<file path="src/rtl/fetch_pkg.sv">
// rtl/fetch_pkg.sv - shared types and constants for the instruction fetch front end
package fetch_pkg;

    localparam logic [31:0] NOP_INSTR = 32'h0000_0013;

    typedef struct packed {
        logic [31:0] ir;
        logic [31:0] pc;
    } fetch_entry_t;

endpackage

</file>
<file path="src/rtl/fetch_fifo.sv">
// rtl/fetch_fifo.sv - circular buffer of fetched {ir, pc} entries with synchronous clear
module fetch_fifo
    import fetch_pkg::*;
#(
    parameter int DEPTH = 4,
    localparam int AW = $clog2(DEPTH),
    localparam int CW = AW + 1
) (
    input  logic         clk,
    input  logic         rst_n,
    input  logic         clear_i,
    input  logic         push_i,
    input  fetch_entry_t push_data_i,
    input  logic         pop_i,
    output logic         full_o,
    output logic         empty_o,
    output logic [CW-1:0] count_o,
    output fetch_entry_t head_o
);

    logic [AW-1:0] wr_ptr_q, wr_ptr_d;
    logic [AW-1:0] rd_ptr_q, rd_ptr_d;
    logic [CW-1:0] count_q, count_d;
    fetch_entry_t  mem_q [DEPTH];

    logic do_push;
    logic do_pop;

    assign full_o  = (count_q == CW'(DEPTH));
    assign empty_o = (count_q == '0);
    assign count_o = count_q;
    assign head_o  = mem_q[rd_ptr_q];

    // A push into a full buffer is legal only when the head leaves the same cycle.
    assign do_pop  = pop_i && !empty_o && !clear_i;
    assign do_push = push_i && (!full_o || do_pop) && !clear_i;

    always_comb begin
        wr_ptr_d = wr_ptr_q + AW'(do_push);
        rd_ptr_d = rd_ptr_q + AW'(do_pop);
        count_d  = count_q + CW'(do_push) - CW'(do_pop);
        if (clear_i) begin
            wr_ptr_d = '0;
            rd_ptr_d = '0;
            count_d  = '0;
        end
    end

    always_ff @(posedge clk or negedge rst_n) begin
        if (!rst_n) begin
            wr_ptr_q <= '0;
            rd_ptr_q <= '0;
            count_q  <= '0;
        end else begin
            wr_ptr_q <= wr_ptr_d;
            rd_ptr_q <= rd_ptr_d;
            count_q  <= count_d;
        end
    end

    always_ff @(posedge clk) begin
        if (do_push) begin
            mem_q[wr_ptr_q] <= push_data_i;
        end
    end

endmodule

</file>
<file path="src/rtl/fetch_queue.sv">
// rtl/fetch_queue.sv - PC generation, credit-limited imem requests and decode-side fetch buffer
module fetch_queue
    import fetch_pkg::*;
#(
    parameter logic [31:0] RESET_PC = 32'h0000_0000,
    parameter int          DEPTH    = 4
) (
    input  logic        CLK,
    input  logic        RST_N,
    output logic        imem_req_valid,
    input  logic        imem_req_ready,
    output logic [31:0] imem_req_addr,
    input  logic        imem_rsp_valid,
    input  logic [31:0] imem_rsp_data,
    input  logic        redirect_valid,
    input  logic [31:0] redirect_pc,
    input  logic        id_ready,
    output logic        id_valid,
    output logic [31:0] id_ir,
    output logic [31:0] id_pc
);

    localparam int CW = $clog2(DEPTH) + 1;

    logic [31:0]   fetch_pc_q, fetch_pc_d;
    logic [31:0]   rsp_pc_q, rsp_pc_d;
    logic [CW-1:0] inflight_q, inflight_d;
    logic [CW-1:0] drop_cnt_q, drop_cnt_d;

    logic          fifo_full;
    logic          fifo_empty;
    logic [CW-1:0] fifo_count;
    fetch_entry_t  fifo_head;
    fetch_entry_t  push_entry;

    logic [CW:0]   credit_used;
    logic          req_fire;
    logic          rsp_accept;
    logic          rsp_drop;
    logic          push;
    logic          pop;
    logic [31:0]   redirect_aligned;
    logic          unused_pc_lsb;

    assign redirect_aligned = {redirect_pc[31:2], 2'b00};
    assign unused_pc_lsb    = ^redirect_pc[1:0];

    // Buffered plus outstanding words never exceed DEPTH, so every response has a slot.
    assign credit_used    = {1'b0, fifo_count} + {1'b0, inflight_q};
    assign imem_req_valid = RST_N && (credit_used < (CW+1)'(DEPTH)) && !redirect_valid;
    assign imem_req_addr  = fetch_pc_q;
    assign req_fire       = imem_req_valid && imem_req_ready;

    assign rsp_accept = imem_rsp_valid && (inflight_q != '0);
    assign rsp_drop   = rsp_accept && (drop_cnt_q != '0);
    assign push       = rsp_accept && !rsp_drop && !redirect_valid;
    assign push_entry = '{ir: imem_rsp_data, pc: rsp_pc_q};

    assign id_valid = !fifo_empty && !redirect_valid;
    assign pop      = id_valid && id_ready;
    assign id_ir    = fifo_empty ? NOP_INSTR : fifo_head.ir;
    assign id_pc    = fifo_empty ? 32'h0000_0000 : fifo_head.pc;

    always_comb begin
        fetch_pc_d = fetch_pc_q;
        rsp_pc_d   = rsp_pc_q;
        inflight_d = inflight_q + CW'(req_fire) - CW'(rsp_accept);
        drop_cnt_d = drop_cnt_q;
        if (redirect_valid) begin
            // Everything still outstanding after this cycle belongs to the old stream.
            fetch_pc_d = redirect_aligned;
            rsp_pc_d   = redirect_aligned;
            drop_cnt_d = inflight_q - CW'(rsp_accept);
        end else begin
            if (req_fire) fetch_pc_d = fetch_pc_q + 32'd4;
            if (rsp_drop) drop_cnt_d = drop_cnt_q - CW'(1);
            if (push)     rsp_pc_d   = rsp_pc_q + 32'd4;
        end
    end

    always_ff @(posedge CLK or negedge RST_N) begin
        if (!RST_N) begin
            fetch_pc_q <= RESET_PC;
            rsp_pc_q   <= RESET_PC;
            inflight_q <= '0;
            drop_cnt_q <= '0;
        end else begin
            fetch_pc_q <= fetch_pc_d;
            rsp_pc_q   <= rsp_pc_d;
            inflight_q <= inflight_d;
            drop_cnt_q <= drop_cnt_d;
        end
    end

    fetch_fifo #(
        .DEPTH (DEPTH)
    ) u_fifo (
        .clk         (CLK),
        .rst_n       (RST_N),
        .clear_i     (redirect_valid),
        .push_i      (push),
        .push_data_i (push_entry),
        .pop_i       (pop),
        .full_o      (fifo_full),
        .empty_o     (fifo_empty),
        .count_o     (fifo_count),
        .head_o      (fifo_head)
    );

    rsp_without_request: assert property (@(posedge CLK) disable iff (!RST_N)
        !(imem_rsp_valid && inflight_q == '0));

    push_into_full: assert property (@(posedge CLK) disable iff (!RST_N)
        !(push && fifo_full && !pop));

endmodule
</file>
<file path="config.mk">
export PLATFORM = sky130hd
export DESIGN_NAME = fetch_queue
export DESIGN_NICKNAME = d
export VERILOG_FILES = /design/src/rtl/fetch_pkg.sv /design/src/rtl/fetch_fifo.sv /design/src/rtl/fetch_queue.sv
export SDC_FILE = /design/constraint.sdc
export NUM_CORES = 1
export LEC_CHECK = 0
export CORE_MARGIN = 5
export CORE_UTILIZATION = 30
export DETAILED_ROUTE_END_ITERATION = 8
export GPL_TIMING_DRIVEN = 1
export SYNTH_ARGS = -nofsm -noshare
export SYNTH_HDL_FRONTEND = slang
export SYNTH_SLANG_ARGS = --single-unit
</file>
<file path="constraint.sdc">
create_clock -name CLK -period 8.5 [get_ports CLK]
set_input_delay 2.55 -clock CLK [delete_from_list [all_inputs] [get_ports CLK]]
set_output_delay 2.55 -clock CLK [all_outputs]
set_load 0.01 [all_outputs]
</file>
# ---- Yosys cells after proc, flatten, opt, wreduce, memory -nomap -nowiden
# Memory sizes are Yosys's and may differ from the RTL's.
# Cells that the tools add are included.
# Widths: inputs -> output; s select.
dict set report totals {
  register_bits 77
  ram_bits 256
  in_bits 70
  wordCells 58
  memories 1
}
# name depth width rd rd_ports_with_merged_regs wr line
set mem_list {}
lappend mem_list {u_fifo.mem_q 4 64 1 0 1 fetch_fifo.sv:24} ;# fetch_entry_t mem_q [DEPTH];
dict set report op_classes {
  add_sub_neg 11
  magnitude_cmp 1
  eq_ne 1
  n_mux 13
  n_reduce_logical 24
}
# op count
set op_table {}
lappend op_table {{$mux 32} 6}
lappend op_table {{$add 32x3->32 const B} 2}
lappend op_table {{$logic_and 1x1->1} 13}
lappend op_table {{$mux 3} 3}
lappend op_table {{$sub 3x1->3} 3}
lappend op_table {{$add 3x1->3} 2}
lappend op_table {{$reduce_bool 2->1} 3}
lappend op_table {{$reduce_bool 3->1} 2}
lappend op_table {{$add 2x1->2} 2}
lappend op_table {{$add 3x3->4} 1}
lappend op_table {{$logic_not 1->1} 4}
lappend op_table {{$lt 4x3->1 const B} 1}
lappend op_table {{$mux 2} 2}
lappend op_table {{$eq 3x3->1 const B} 1}
lappend op_table {{$logic_not 3->1} 1}
lappend op_table {{$sub 3x1->3 const B} 1}
lappend op_table {{$mux 1} 2}
lappend op_table {{$logic_or 1x1->1} 1}

# ---- Longest topological paths before layout
# Gate-level depths: netlist of the first run.
dict set report logic_depth {
  word_depth 12
  mapped_depth 13
  ltp_nobuf 10
}

# ---- Hierarchy
# A second synthesis of the first run with hierarchy kept.
dict set report hier_totals {
  cells_unflattened 854
  area_unflattened_um2 13959.6
}
# module instances cells_each area_each_um2 seq_area_each_um2
set modules_own_cells {}
lappend modules_own_cells {fetch_fifo 1 371 9731.8 7862.5}
lappend modules_own_cells {fetch_queue 1 483 4227.8 1651.6}

# ---- Worst setup path before layout of the first run
# Ideal clock, no wire load.
dict set report synth_path {
  path_kind {input-to-reg}
  from {input imem_rsp_valid}
  to {memory u_fifo.mem_q[0][10] (netlist bit) (enable)}
  setup_ns 0.573
  arrival_ns 8.007
  required_ns 7.927
  setup_slack_ns -0.080
  path_stages 3
  path_buffers 0
  path_cell_list {nand3b_1 > nor4_1 > nor3b_1}
}
dict set report synth_between {
  elab_chain_cells 9
}
# item line
set synth_lines {}
lappend synth_lines {{from (decl)} fetch_queue.sv:13} ;# input logic imem_rsp_valid,
lappend synth_lines {{$logic_and 1x1->1 *} fetch_queue.sv:54} ;# assign rsp_accept = imem_rsp_valid && (inflight_q != '0);
lappend synth_lines {{$logic_and 1x1->1} fetch_queue.sv:55} ;# assign rsp_drop = rsp_accept && (drop_cnt_q != '0);
lappend synth_lines {{$logic_not 1->1} fetch_queue.sv:56} ;# assign push = rsp_accept && !rsp_drop && !redirect_valid;
lappend synth_lines {{$logic_and 1x1->1 * (2 in a row)} fetch_queue.sv:56}
lappend synth_lines {{$logic_and 1x1->1 * (2 in a row)} fetch_fifo.sv:36} ;# assign do_push = push_i && (!full_o || do_pop) && !clear_i;
lappend synth_lines {{$mux 1 *} fetch_fifo.sv:62} ;# if (do_push) begin
lappend synth_lines {{$mux 1 (implied by the code) *} fetch_fifo.sv:63} ;# mem_q[wr_ptr_q] <= push_data_i;
lappend synth_lines {{to (decl)} fetch_fifo.sv:24}
# Every way passes the cells marked *; elsewhere a longest branch is shown, timed or not.

# ---- Worst setup path in the final report of the first run
dict set report layout_path {
  from {input redirect_valid}
  to {output imem_req_valid}
}
dict set report layout_between {
  elab_chain_cells 2
}
# item line
set layout_lines {}
lappend layout_lines {{from (decl)} fetch_queue.sv:15} ;# input logic redirect_valid,
lappend layout_lines {{$logic_not 1->1} fetch_queue.sv:50} ;# assign imem_req_valid = RST_N && (credit_used < (CW+1)'(DEPTH)) && !redirect_valid;
lappend layout_lines {{$logic_and 1x1->1} fetch_queue.sv:50}
lappend layout_lines {{to (decl)} fetch_queue.sv:10} ;# output logic imem_req_valid,
# Every way passes these cells.

==> Implementation_results.wiki, run 1 <==
{| class="wikitable"
! Metric !! Value
|-
| Met2 layer wire length in the routed design || 14.7 mm
|-
| Run status || complete, no violations
|-
| Filler cell count || 4250
|-
| Longest Clk Path Bufs || 3
|-
| Max Transition Viols Final || 0
|-
| Number of warnings reported in the yosys synthesis log || 0
|-
| Setup total negative slack || 0 ps
|-
| Peak per-stage delay on the critical path || 560 ps
|-
| Largest voltage drop on the vdd net || 0.000167 V
|-
| Total of buffers placed on input and output ports || 161
|-
| Combined buffer and inverter count along the critical path || 2
|-
| Required time of the worst setup path || 5950 ps
|-
| Highest routed layer || met4
|-
| CTS buffer count || 36
|-
| Share of synthesized cell area in full adder, half adder and majority cells || 1.58%
|-
| Antenna Diode Count || 0
|-
| Slack of the critical path || 2230 ps
|-
| Reg clk slew, reported paths || 60 ps
|-
| Cell family with the largest share of critical-path delay || buffers and inverters
|-
| Proportion of synthesized chip area in sequential cells || 68.3%
|-
| Wire per inst || 19.7 µm
|-
| Type of element capturing the critical path || output port
|-
| Post-synthesis area per instance || 16.1 µm²
|-
| Hold violation total from the final report || 0
|-
| # Post-CTS Setup Buffers || 0
|-
| Critical register-to-register path endpoint || u_fifo.mem_q[0][51]
|-
| Primary flip-flop cell chosen by synthesis mapping || sky130_fd_sc_hd__edfxtp_1
|-
| Arrival time at the worst endpoint || 3720 ps
|-
| Critical-path cell with the highest stage delay || sky130_fd_sc_hd__clkdlybuf4s50_1
|-
| Final clock skew || 11.8 ps
|-
| R2R cell count || 6
|-
| Yosys cell types || 57
|-
| Top post-synthesis cells by area || sky130_fd_sc_hd__edfxtp_1 (55%), sky130_fd_sc_hd__dfrtp_1 (13%), sky130_fd_sc_hd__mux4_2 (10%), sky130_fd_sc_hd__nor2b_1 (2.9%), sky130_fd_sc_hd__xor2_1 (1.5%)
|-
| Core area || 0.0451 mm²
|-
| Number of standard-cell rows in the floorplan || 78
|-
| Netlist area before placement || 0.0136 mm²
|-
| Global-route wire length before repair || 50.2 mm
|-
| Clock Latency Late Sink || 520 ps
|-
| Worst-margin pin slew || 1120 ps
|-
| Met1 WL || 15.2 mm
|-
| ANT nets after route || 0
|-
| Placer's final routability congestion estimate || 0.792
|-
| Critical Path Start || redirect_valid
|-
| Die area || 0.0496 mm²
|-
| Number of iterations in the first detailed-routing pass || 5
|-
| Number of synthesized register bits || 321
|-
| Wirelength, routed || 32.4 mm
|-
| Root Driver || sky130_fd_sc_hd__clkbuf_16
|-
| Y dimension of the die || 223 µm
|-
| Maximum capacitance violations || 0
|-
| Horizontal die dimension || 223 µm
|-
| End point of the critical path || imem_req_valid
|-
| Worst setup timing slack at the placement stage || 2190 ps
|-
| Cell area power density || 267 mW/mm²
|-
| Max Clock Freq || 159 MHz
|-
| Number of nets in the final layout || 1103
|-
| Clock tree from TritonCTS || done
|-
| Most instantiated library cell after synthesis || sky130_fd_sc_hd__edfxtp_1
|-
| Commonest cells in the netlist || sky130_fd_sc_hd__edfxtp_1 (248), sky130_fd_sc_hd__dfrtp_1 (73), sky130_fd_sc_hd__mux4_2 (62), sky130_fd_sc_hd__nor2b_1 (62), sky130_fd_sc_hd__nand2_1 (49)
|-
| Total number of vias || 7930
|-
| Remaining routing DRC violations || 0
|-
| Final HPWL from detailed placement || 21.1 mm
|-
| Number of sinks driven by the clock tree || 321
|-
| Cell count of the worst hold path || 1
|-
| RSZ-0062 raised after global routing || no
|-
| Total number of H-tree levels || 2
|-
| Number of stages on the worst setup path || 4
|-
| Count of hold buffers inserted by post-cts repair || 0
|-
| Share of synthesized registers carrying an async set or reset || 22.7%
|-
| Gate count of the mapped netlist || 842
|-
| Number of synthesized flops with an enable pin || 248
|-
| Standby leakage power || 5.60 nW
|-
| Largest fanout on the critical path || 3
|-
| Effective utilization at floorplan || 30.1%
|-
| Reg2Reg Launch Point || drop_cnt_q[0]
|-
| Crit path cell chain || buf_2 > nor4_2 > and3_1 > clkdlybuf4s50_1
|-
| IO Pins || 168
|-
| Final worst-path cycle share || 73.8%
|-
| Hold Path Class || flip-flop to flip-flop
|-
| Worst relative slew slack || 25.1%
|-
| Area share of xor/xnor cells in the synthesized design || 3.03%
|-
| Pin count of the biggest net entering global routing || 64
|-
| Synth-to-layout area growth || 25.6%
|-
| GRT overflow || 0
|-
| Startpoint type of the worst setup path || input pin
|-
| Worst reg-to-reg setup slack || 4710 ps
|-
| Largest area contributor in the synthesized netlist || sky130_fd_sc_hd__edfxtp_1
|-
| Largest family of logic cells by synthesized area || multiplexers
|-
| Area share of and/or/nand/nor cells after synthesis || 10.4%
|-
| Mux contribution to synthesized area || 10.9%
|-
| Setup Crit Path Kind || input pin to output port
|-
| Iteration-0 DRC count of the detailed router || 478
|-
| Clock period minus worst slack || 6270 ps
|-
| Number of failing setup endpoints in the final timing report || 0
|-
| Total GRT Usage || 12.9%
|-
| Share of layout cells above drive strength 1 || 14.7%
|-
| Number of instances resized during post-cts repair || 0
|-
| Antenna violations before repair || 0
|-
| Detailed-route vias per instance || 4.82
|-
| Share of the synthesized area in compound gates (AO/OA/AOI/OAI) || 3.93%
|-
| Top cell type's share of synthesized area || 54.8%
|-
| Via count of the first global-routing pass || 8213
|-
| DR WL met3 || 1.94 mm
|}
## cell families after synthesis
group,after synthesis
and+or+nand+nor,246
DFF,321
other,1
AOI/OAI and AO/OA,83
adders and majority gates,16
muxes,70
xor gates and xnor gates,47
buffers and inverters,58
## per-stage QoR
step	hold slack [ps]	std cells	util, %	power (mW)	instance area [µm²]
after floorplan	476	845	-	2.50	13600
after global placement	534	1579	35.3	3.09	15900
after detailed placement	540	1579	35.3	3.10	15900
after CTS	565	1645	37.9	4.64	17100
after global routing	604	1645	37.9	4.79	17100
final	569	1645	37.9	4.56	17100
## metal layers
layer / GRT usage [%] / up-vias
met3: 3.13 / 41
met1: 18.6 / 4067
met5: 0 / -
met4: 2.59 / 0
met2: 20.0 / 223
li1: - / 3599
## flip-flops by register name, indices dropped and copies added, names as in the netlist
register,cells
u_fifo.wr_ptr_q,2
rsp_pc_q,30
drop_cnt_q,3
imem_req_addr,30
inflight_q,3
u_fifo.mem_q,248
u_fifo.rd_ptr_q,2
u_fifo.count_o,3
## how the worst min path moves through the flow
stage	from	to	slack, ps
finish	imem_req_addr[31]	imem_req_addr[31]	570
global route	imem_req_addr[31]	imem_req_addr[31]	600
CTS	imem_req_addr[31]	imem_req_addr[31]	560
detailed placement	imem_req_addr[31]	imem_req_addr[31]	540
global placement	imem_req_addr[31]	imem_req_addr[31]	530
floorplan	rsp_pc_q[30]	u_fifo.mem_q[0][30]	480
## cell type report
type	count	area (µm²)	share of cell area (%)
multi-input cells	466	4100	24.0
well taps	600	751	4.40
flip-flops and latches	321	9280	54.4
clock buffers	43	958	5.62
inverters	18	67.6	0.396
clock inverters	23	199	1.17
repair buffers	174	1710	10.0
## power breakdown
| group | internal, mW | total (mW) | switching [mW] | leakage, nW |
|---|---|---|---|---|
| combinational | 0.580 | 1.11 | 0.535 | 1.93 |
| clock | 0.900 | 1.52 | 0.619 | 0.553 |
| sequential | 1.79 | 1.92 | 0.129 | 3.11 |
## worst register-to-register path, cell delays in order (launching register included)
cell and delay (ps):
sky130_fd_sc_hd__dfrtp_1 360, sky130_fd_sc_hd__inv_1 110, sky130_fd_sc_hd__ha_1 220, sky130_fd_sc_hd__nand3b_1 300, sky130_fd_sc_hd__nor4_1 960, sky130_fd_sc_hd__nor3b_4 890, sky130_fd_sc_hd__buf_4 580
## cells in the final DEF (no fill, tap or decap), types with 18 or more instances in the layout
master / n
sky130_fd_sc_hd__xor2_1: 24
sky130_fd_sc_hd__nand4_1: 23
sky130_fd_sc_hd__nor2_1: 18
sky130_fd_sc_hd__nand2_1: 49
sky130_fd_sc_hd__o21ai_0: 31
sky130_fd_sc_hd__nor2b_1: 62
sky130_fd_sc_hd__xnor2_1: 23
sky130_fd_sc_hd__mux4_2: 62
sky130_fd_sc_hd__edfxtp_1: 248
sky130_fd_sc_hd__dfrtp_1: 71
sky130_fd_sc_hd__clkdlybuf4s50_1: 159
sky130_fd_sc_hd__nand3_1: 25
sky130_fd_sc_hd__clkbuf_16: 37
Power figures use the tool's default switching activity.
==> inputs of run 2 (changes only) <==
- clock period: 8.5 -> 5 ns (I/O delays scaled with it)
==> run 2 against run 1 <==
  * Clock skew increased by 17 ps
  * Sequential cell count unchanged
  * Global-route usage up 0.055 points
  * Critical path depth did not move
  * Count of clock-buffer cells in the layout is 9 higher
  * Cell count up 0.43%
  * Routed wire length rose by 0.23%
  * Sequential power up 69%
  * Largest cell class unchanged
  * Largest power group unchanged
==> Implementation_results.wiki, run 2 (synthesized netlist as in run 1, its figures left out) <==
{| class="wikitable"
! Metric !! Value
|-
| Run status || complete, no violations
|-
| Longest Clk Path Bufs || 3 (unchanged)
|-
| Largest fanout on the critical path || 19 (+16)
|-
| Most common cell after layout, fill and taps aside || sky130_fd_sc_hd__edfxtp_1
|-
| Antenna Diode Count || 0 (unchanged)
|-
| Max Transition Viols Final || 0 (unchanged)
|-
| Y dimension of the die || 223 µm (unchanged)
|-
| Count of hold buffers inserted by post-cts repair || 0 (unchanged)
|-
| Core area || 0.0451 mm² (unchanged)
|-
| Die area || 0.0496 mm² (unchanged)
|-
| Max Clock Freq || 225 MHz
|-
| Remaining routing DRC violations || 0 (unchanged)
|-
| Cell area power density || 458 mW/mm² (+71%)
|-
| Final std cells w/o fill || 1652 (+0.43%)
|-
| Total of buffers placed on input and output ports || 161 (unchanged)
|-
| Worst setup timing slack at the placement stage || 754 ps (-1440 ps)
|-
| Final clock skew || 29.0 ps (+17.2 ps)
|-
| Global-route wire length before repair || 50.2 mm (unchanged)
|-
| Filler cell count || 4232 (-0.42%)
|-
| Setup Crit Path Kind || flip-flop to output port
|-
| Register with the most flip-flops || u_fifo.mem_q
|-
| Share of layout cells above drive strength 1 || 15.2% (+0.47 points)
|-
| Clock tree from TritonCTS || done
|-
| Post-Place Cells || 1585 (+0.38%)
|-
| Clock network fraction of total power || 33.8% (+0.5 points)
|-
| Detailed-route vias per instance || 4.82 (about the same)
|-
| Via count of the first global-routing pass || 8260 (+0.57%)
|-
| DR WL met3 || 2.06 mm (+6.3%)
|-
| Comb power frac || 25.1% (+0.6 points)
|-
| Number of nets in the final layout || 1110 (+0.63%)
|-
| Area taken by multi-input logic gates || 0.00410 mm² (about the same)
|-
| Number of standard-cell rows in the floorplan || 78 (unchanged)
|-
| Number of instances resized during post-cts repair || 0 (unchanged)
|-
| Startpoint type of the worst setup path || flip-flop
|-
| Met1 WL || 14.8 mm (-2.7%)
|-
| Type of element capturing the critical path || output port
|-
| Maximum capacitance violations || 0 (unchanged)
|-
| Final HPWL from detailed placement || 20.8 mm (-1.1%)
|-
| Reg clk slew, reported paths || 60 ps (about the same)
|-
| Top library cells by usage in the layout, fill and taps aside || sky130_fd_sc_hd__edfxtp_1 (248), sky130_fd_sc_hd__clkdlybuf4s50_1 (159), sky130_fd_sc_hd__dfrtp_1 (71)
|-
| IO Pins || 168 (unchanged)
|-
| Iteration-0 DRC count of the detailed router || 576 (+21%)
|-
| Total number of H-tree levels || 2 (unchanged)
|-
| Wire per inst || 19.6 µm (-0.20%)
|-
| Worst relative slew slack || 28.1% (+3.0 points)
|-
| Root Driver || sky130_fd_sc_hd__clkbuf_16
|-
| Worst-margin pin slew || 1080 ps (-45.3 ps)
|-
| Sequential share of power || 41.1% (-1.1 points)
|-
| FF/Latch Area || 0.00928 mm² (unchanged)
|-
| Required time of the worst setup path || 3500 ps (-2450 ps)
|-
| Largest voltage drop on the vdd net || 0.000290 V (+74%)
|-
| Switching Share || 28.2% (about the same)
|-
| Number of sinks driven by the clock tree || 321 (unchanged)
|-
| Synth-to-layout area growth || 26.9%
|-
| Internal power consumption || 5.67 mW (+73%)
|-
| Placer's final routability congestion estimate || 0.811 (+2.4%)
|-
| Hold violation total from the final report || 0 (unchanged)
|-
| Number of failing setup endpoints in the final timing report || 0 (unchanged)
|-
| Pin count of the biggest net entering global routing || 63 (-1.6%)
|-
| Number of iterations in the first detailed-routing pass || 6 (+1)
|-
| Slack of the critical path || 555 ps (-1670 ps)
|-
| Effective utilization at floorplan || 30.1% (unchanged)
|-
| Met2 layer wire length in the routed design || 15.0 mm (+2.1%)
|-
| # Post-CTS Setup Buffers || 0 (unchanged)
|-
| Total number of vias || 7958 (+0.35%)
|-
| Antenna violations before repair || 0 (unchanged)
|-
| Clock Latency Late Sink || 550 ps (+30 ps)
|-
| RSZ-0062 raised after global routing || no
|-
| Hold Path Class || flip-flop to flip-flop
|-
| Horizontal die dimension || 223 µm (unchanged)
|-
| CTS buffer count || 37 (+2.8%)
|-
| Clock period minus worst slack || 4440 ps
|-
| Max reg flops || 248 (unchanged)
|-
| Worst Hold Margin || 545 ps (-24.3 ps)
|-
| Wirelength, routed || 32.5 mm (+0.23%)
|-
| ANT nets after route || 0 (unchanged)
|-
| GRT overflow || 0 (unchanged)
|-
| Final worst-path cycle share || 88.9%
|-
| Total GRT Usage || 12.9% (+0.055 points)
|-
| Highest routed layer || met4
|-
| Arrival time at the worst endpoint || 2940 ps (-780 ps)
|-
| Standby leakage power || 5.67 nW (+1.4%)
|-
| Net switching power of the design || 2.22 mW (+73%)
|}
[run 2: cell count changes in the layout (fill, tap and decap cells not counted)]
cell                         change
sky130_fd_sc_hd__and3_2          -1
sky130_fd_sc_hd__clkinvlp_4      -3
sky130_fd_sc_hd__buf_12          +7
sky130_fd_sc_hd__inv_6           -3
sky130_fd_sc_hd__clkbuf_1        +8
sky130_fd_sc_hd__clkbuf_16       +1
sky130_fd_sc_hd__clkinv_8        +1
sky130_fd_sc_hd__inv_16          +1
sky130_fd_sc_hd__clkinv_4        +1
sky130_fd_sc_hd__buf_4           -1
sky130_fd_sc_hd__and3_4          +1
sky130_fd_sc_hd__clkinv_2        +1
sky130_fd_sc_hd__inv_8           +1
sky130_fd_sc_hd__clkinv_1        -7
[run 2: metal layers]
metal / GRT usage, % / vias to the layer above
met2: 20.1 / 249
met3: 3.03 / 34
met4: 3.60 / 0
met5: 0 / -
li1: - / 3618
met1: 18.3 / 4057
[run 2: final timing paths]
| path | startpoint | cells past startpoint | to | slack (ps) |
|---|---|---|---|---|
| setup / recovery | u_fifo.rd_ptr_q[0] | 4 | id_pc[20] | 560 |
| hold / removal | imem_req_addr[31] | 1 | imem_req_addr[31] | 540 |
| setup reg to reg | inflight_q[1] | 7 | imem_req_addr[26] | 2330 |
| hold reg to reg | imem_req_addr[31] | 1 | imem_req_addr[31] | 540 |
| max in group asynchronous | RST_N | 3 | u_fifo.rd_ptr_q[0] | 2990 |
| min in group asynchronous | RST_N | 2 | imem_req_addr[16] | 1040 |
[run 2: power by group through the flow]
stage                     Combinational (mW)  Sequential, mW  Clock, mW
final                                   1.98            3.24       2.67
after global routing                    2.17            3.27       2.86
after CTS                               2.05            3.25       2.75
after detailed placement                2.04            3.30          0
after global placement                  2.02            3.29          0
after floorplan                         1.01            3.23          0
[run 2: layout make-up]
type                       count  share of cell area [%]
clock buffer                  52                    5.88
tap                          600                    4.35
timing repair buffer         180                    10.7
inverter                      18                   0.392
sequential                   321                    53.8
clock inverter                15                    1.07
multi-input combinational    466                    23.8
[run 2: metrics by stage]
step | area [µm²] | total power, mW | TNS (ps) | util (%)
after floorplan | 13600 | 4.24 | -18420 | -
after global placement | 16000 | 5.31 | 0 | 35.6
after detailed placement | 16000 | 5.34 | 0 | 35.6
after CTS | 17200 | 8.04 | 0 | 38.2
after global routing | 17200 | 8.31 | 0 | 38.2
final | 17200 | 7.89 | 0 | 38.2
[run 2: worst max-delay path: stages, from the launching register on]
cell and delay, ps:
sky130_fd_sc_hd__dfrtp_4 710, sky130_fd_sc_hd__buf_4 390, sky130_fd_sc_hd__mux4_2 550, sky130_fd_sc_hd__nor2b_1 170, sky130_fd_sc_hd__clkdlybuf4s50_1 550
==> inputs of run 3 (changes only) <==
- CAP_MARGIN: default -> 10
- MAX_ROUTING_LAYER: default -> met4
==> run 3 against run 2 <==
  * Global-route usage up 0.38 points
  * Final area stayed put
  * Combinational power is essentially flat
  * Total power about the same
  * Highest routed layer unchanged
==> Implementation_results.wiki, run 3 (synthesized netlist as in run 1, its figures left out) <==
{| class="wikitable"
! Metric !! Value
|-
| Worst relative slew slack || 27.3% (-0.79 points)
|-
| Effective utilization at floorplan || 30.1% (unchanged)
|-
| RSZ-0062 raised after global routing || no
|-
| Total non-filler cell area in the finished layout || 0.0172 mm² (unchanged)
|-
| Reg clk slew, reported paths || 60 ps (about the same)
|-
| Total number of vias || 7960 (+0.025%)
|-
| Standby leakage power || 5.67 nW (unchanged)
|-
| Root Driver || sky130_fd_sc_hd__clkbuf_16
|-
| Detailed-route vias per instance || 4.82 (about the same)
|-
| Critical Path Start || u_fifo.rd_ptr_q[0]
|-
| Largest fanout on the critical path || 19 (unchanged)
|-
| Switching Share || 28.1% (-0.042 points)
|-
| Count of hold buffers inserted by post-cts repair || 0 (unchanged)
|-
| Horizontal die dimension || 223 µm (unchanged)
|-
| Filler cell count || 4232 (unchanged)
|-
| Number of standard-cell rows in the floorplan || 78 (unchanged)
|-
| Most common cell after layout, fill and taps aside || sky130_fd_sc_hd__edfxtp_1
|-
| Global-route wire length before repair || 50.2 mm (about the same)
|-
| GRT overflow || 0 (unchanged)
|-
| Critical register-to-register path endpoint || imem_req_addr[26]
|-
| Hold Path Class || flip-flop to flip-flop
|-
| Number of iterations in the first detailed-routing pass || 6 (unchanged)
|-
| End point of the critical path || id_pc[20]
|-
| ANT nets after route || 0 (unchanged)
|-
| CTS buffer count || 37 (unchanged)
|-
| R2R cell count || 7 (unchanged)
|-
| Worst-margin pin slew || 1090 ps (+11.9 ps)
|-
| Area of placed instances || 0.0160 mm² (unchanged)
|-
| Iteration-0 DRC count of the detailed router || 617 (+7.1%)
|-
| Top library cells by usage in the layout, fill and taps aside || sky130_fd_sc_hd__edfxtp_1 (248), sky130_fd_sc_hd__clkdlybuf4s50_1 (159), sky130_fd_sc_hd__dfrtp_1 (71)
|-
| Die area || 0.0496 mm² (unchanged)
|-
| Final core occ || 38.2% (unchanged)
|-
| Core area || 0.0451 mm² (unchanged)
|-
| Max reg flops || 248 (unchanged)
|-
| # Post-CTS Setup Buffers || 0 (unchanged)
|-
| Sequential share of power || 41.1% (about the same)
|-
| Final clock skew || 29.2 ps (+0.251 ps)
|-
| Worst reg-to-reg setup slack || 2320 ps (about the same)
|-
| Antenna Diode Count || 0 (unchanged)
|-
| Total of buffers placed on input and output ports || 161 (unchanged)
|-
| Pin count of the biggest net entering global routing || 63 (unchanged)
|-
| Setup Crit Path Kind || flip-flop to output port
|-
| Longest Clk Path Bufs || 3 (unchanged)
|-
| Register with the most flip-flops || u_fifo.mem_q
|-
| Total power || 7.89 mW (about the same)
|-
| Number of instances resized during post-cts repair || 0 (unchanged)
|-
| Internal power consumption || 5.67 mW (about the same)
|-
| Total number of H-tree levels || 2 (unchanged)
|-
| Reg2Reg Launch Point || inflight_q[1]
|-
| Number of sinks driven by the clock tree || 321 (unchanged)
|-
| Max Transition Viols Final || 0 (unchanged)
|-
| Max Clock Freq || 225 MHz (about the same)
|-
| Startpoint type of the worst setup path || flip-flop
|-
| Clock tree from TritonCTS || done
|-
| Hold violation total from the final report || 0 (unchanged)
|-
| Number of nets in the final layout || 1110 (unchanged)
|-
| Critical hold path startpoint || imem_req_addr[31]
|-
| Comb power frac || 25.2% (about the same)
|-
| Cell area power density || 457 mW/mm² (about the same)
|-
| Arrival time at the worst endpoint || 2940 ps (about the same)
|-
| Remaining routing DRC violations || 0 (unchanged)
|-
| Final HPWL from detailed placement || 20.8 mm (unchanged)
|-
| Final worst-path cycle share || 88.9% (about the same)
|-
| Maximum capacitance violations || 0 (unchanged)
|-
| Placer's final routability congestion estimate || 0.824 (+1.6%)
|-
| Y dimension of the die || 223 µm (unchanged)
|-
| Number of failing setup endpoints in the final timing report || 0 (unchanged)
|-
| Required time of the worst setup path || 3500 ps (about the same)
|-
| Clock period minus worst slack || 4440 ps (-0.891 ps)
|-
| Antenna violations before repair || 0 (unchanged)
|-
| Total GRT Usage || 13.3% (+0.38 points)
|-
| IO Pins || 168 (unchanged)
|-
| Clock network fraction of total power || 33.7% (about the same)
|-
| Run status || complete, no violations
|-
| Synth-to-layout area growth || 26.9% (unchanged)
|-
| Wire per inst || 19.6 µm (-0.14%)
|-
| Share of layout cells above drive strength 1 || 15.2% (unchanged)
|-
| Wirelength, routed || 32.4 mm (-0.14%)
|-
| Largest voltage drop on the vdd net || 0.000296 V (+1.8%)
|-
| Net switching power of the design || 2.22 mW (-0.21%)
|-
| Type of element capturing the critical path || output port
|-
| Via count of the first global-routing pass || 8254 (-0.073%)
|-
| Clock Latency Late Sink || 550 ps (about the same)
|}
run 3: worst min-delay path by stage:
stage / to / slack, ps / depth (start not counted)
final: imem_req_addr[31] / 540 / 1
after global routing: imem_req_addr[31] / 580 / 1
after CTS: imem_req_addr[31] / 550 / 1
after detailed placement: imem_req_addr[31] / 530 / 1
after global placement: u_fifo.mem_q[2][19] / 530 / 0
after floorplan: u_fifo.mem_q[0][30] / 480 / 0
run 3: layer usage:
metal	track usage, %	vias up	wire length (µm)
met4	3.60	0	550
met1	18.6	4061	15100
li1	-	3621	-
met2	20.0	242	14900
met5	-	-	0
met3	2.71	36	1840
run 3: power groups by stage:
| stage | Combinational, mW | Clock, mW | Sequential, mW |
|---|---|---|---|
| 6_report | 1.99 | 2.66 | 3.24 |
| 5_1_grt | 2.17 | 2.86 | 3.27 |
| 4_1_cts | 2.05 | 2.75 | 3.25 |
| 3_5_place_dp | 2.04 | 0 | 3.30 |
| 3_3_place_gp | 2.02 | 0 | 3.29 |
| 2_1_floorplan | 1.01 | 0 | 3.23 |
run 3: cell type report:
| class | count | area, µm² | area share (%) |
|---|---|---|---|
| clock inverters | 15 | 185 | 1.07 |
| flip-flops and latches | 321 | 9280 | 53.8 |
| clock buffers | 52 | 1010 | 5.88 |
| well taps | 600 | 751 | 4.35 |
| repair buffers | 180 | 1850 | 10.7 |
| multi-input cells | 466 | 4100 | 23.8 |
| inverters | 18 | 67.6 | 0.392 |
run 3: worst max-delay path, stage by stage, from the launching register on:
cell and delay (ps):
sky130_fd_sc_hd__dfrtp_4 710, sky130_fd_sc_hd__buf_4 390, sky130_fd_sc_hd__mux4_2 550, sky130_fd_sc_hd__nor2b_1 170, sky130_fd_sc_hd__clkdlybuf4s50_1 550
run 3: stage by stage:
stage	instances	worst slack [ps]	TNS [ps]	hold WS, ps
after global routing	1652	356	0	575
after floorplan	845	-297	-18420	476
after detailed placement	1585	754	0	534
after CTS	1652	431	0	552
final	1652	556	0	545
after global placement	1585	767	0	532
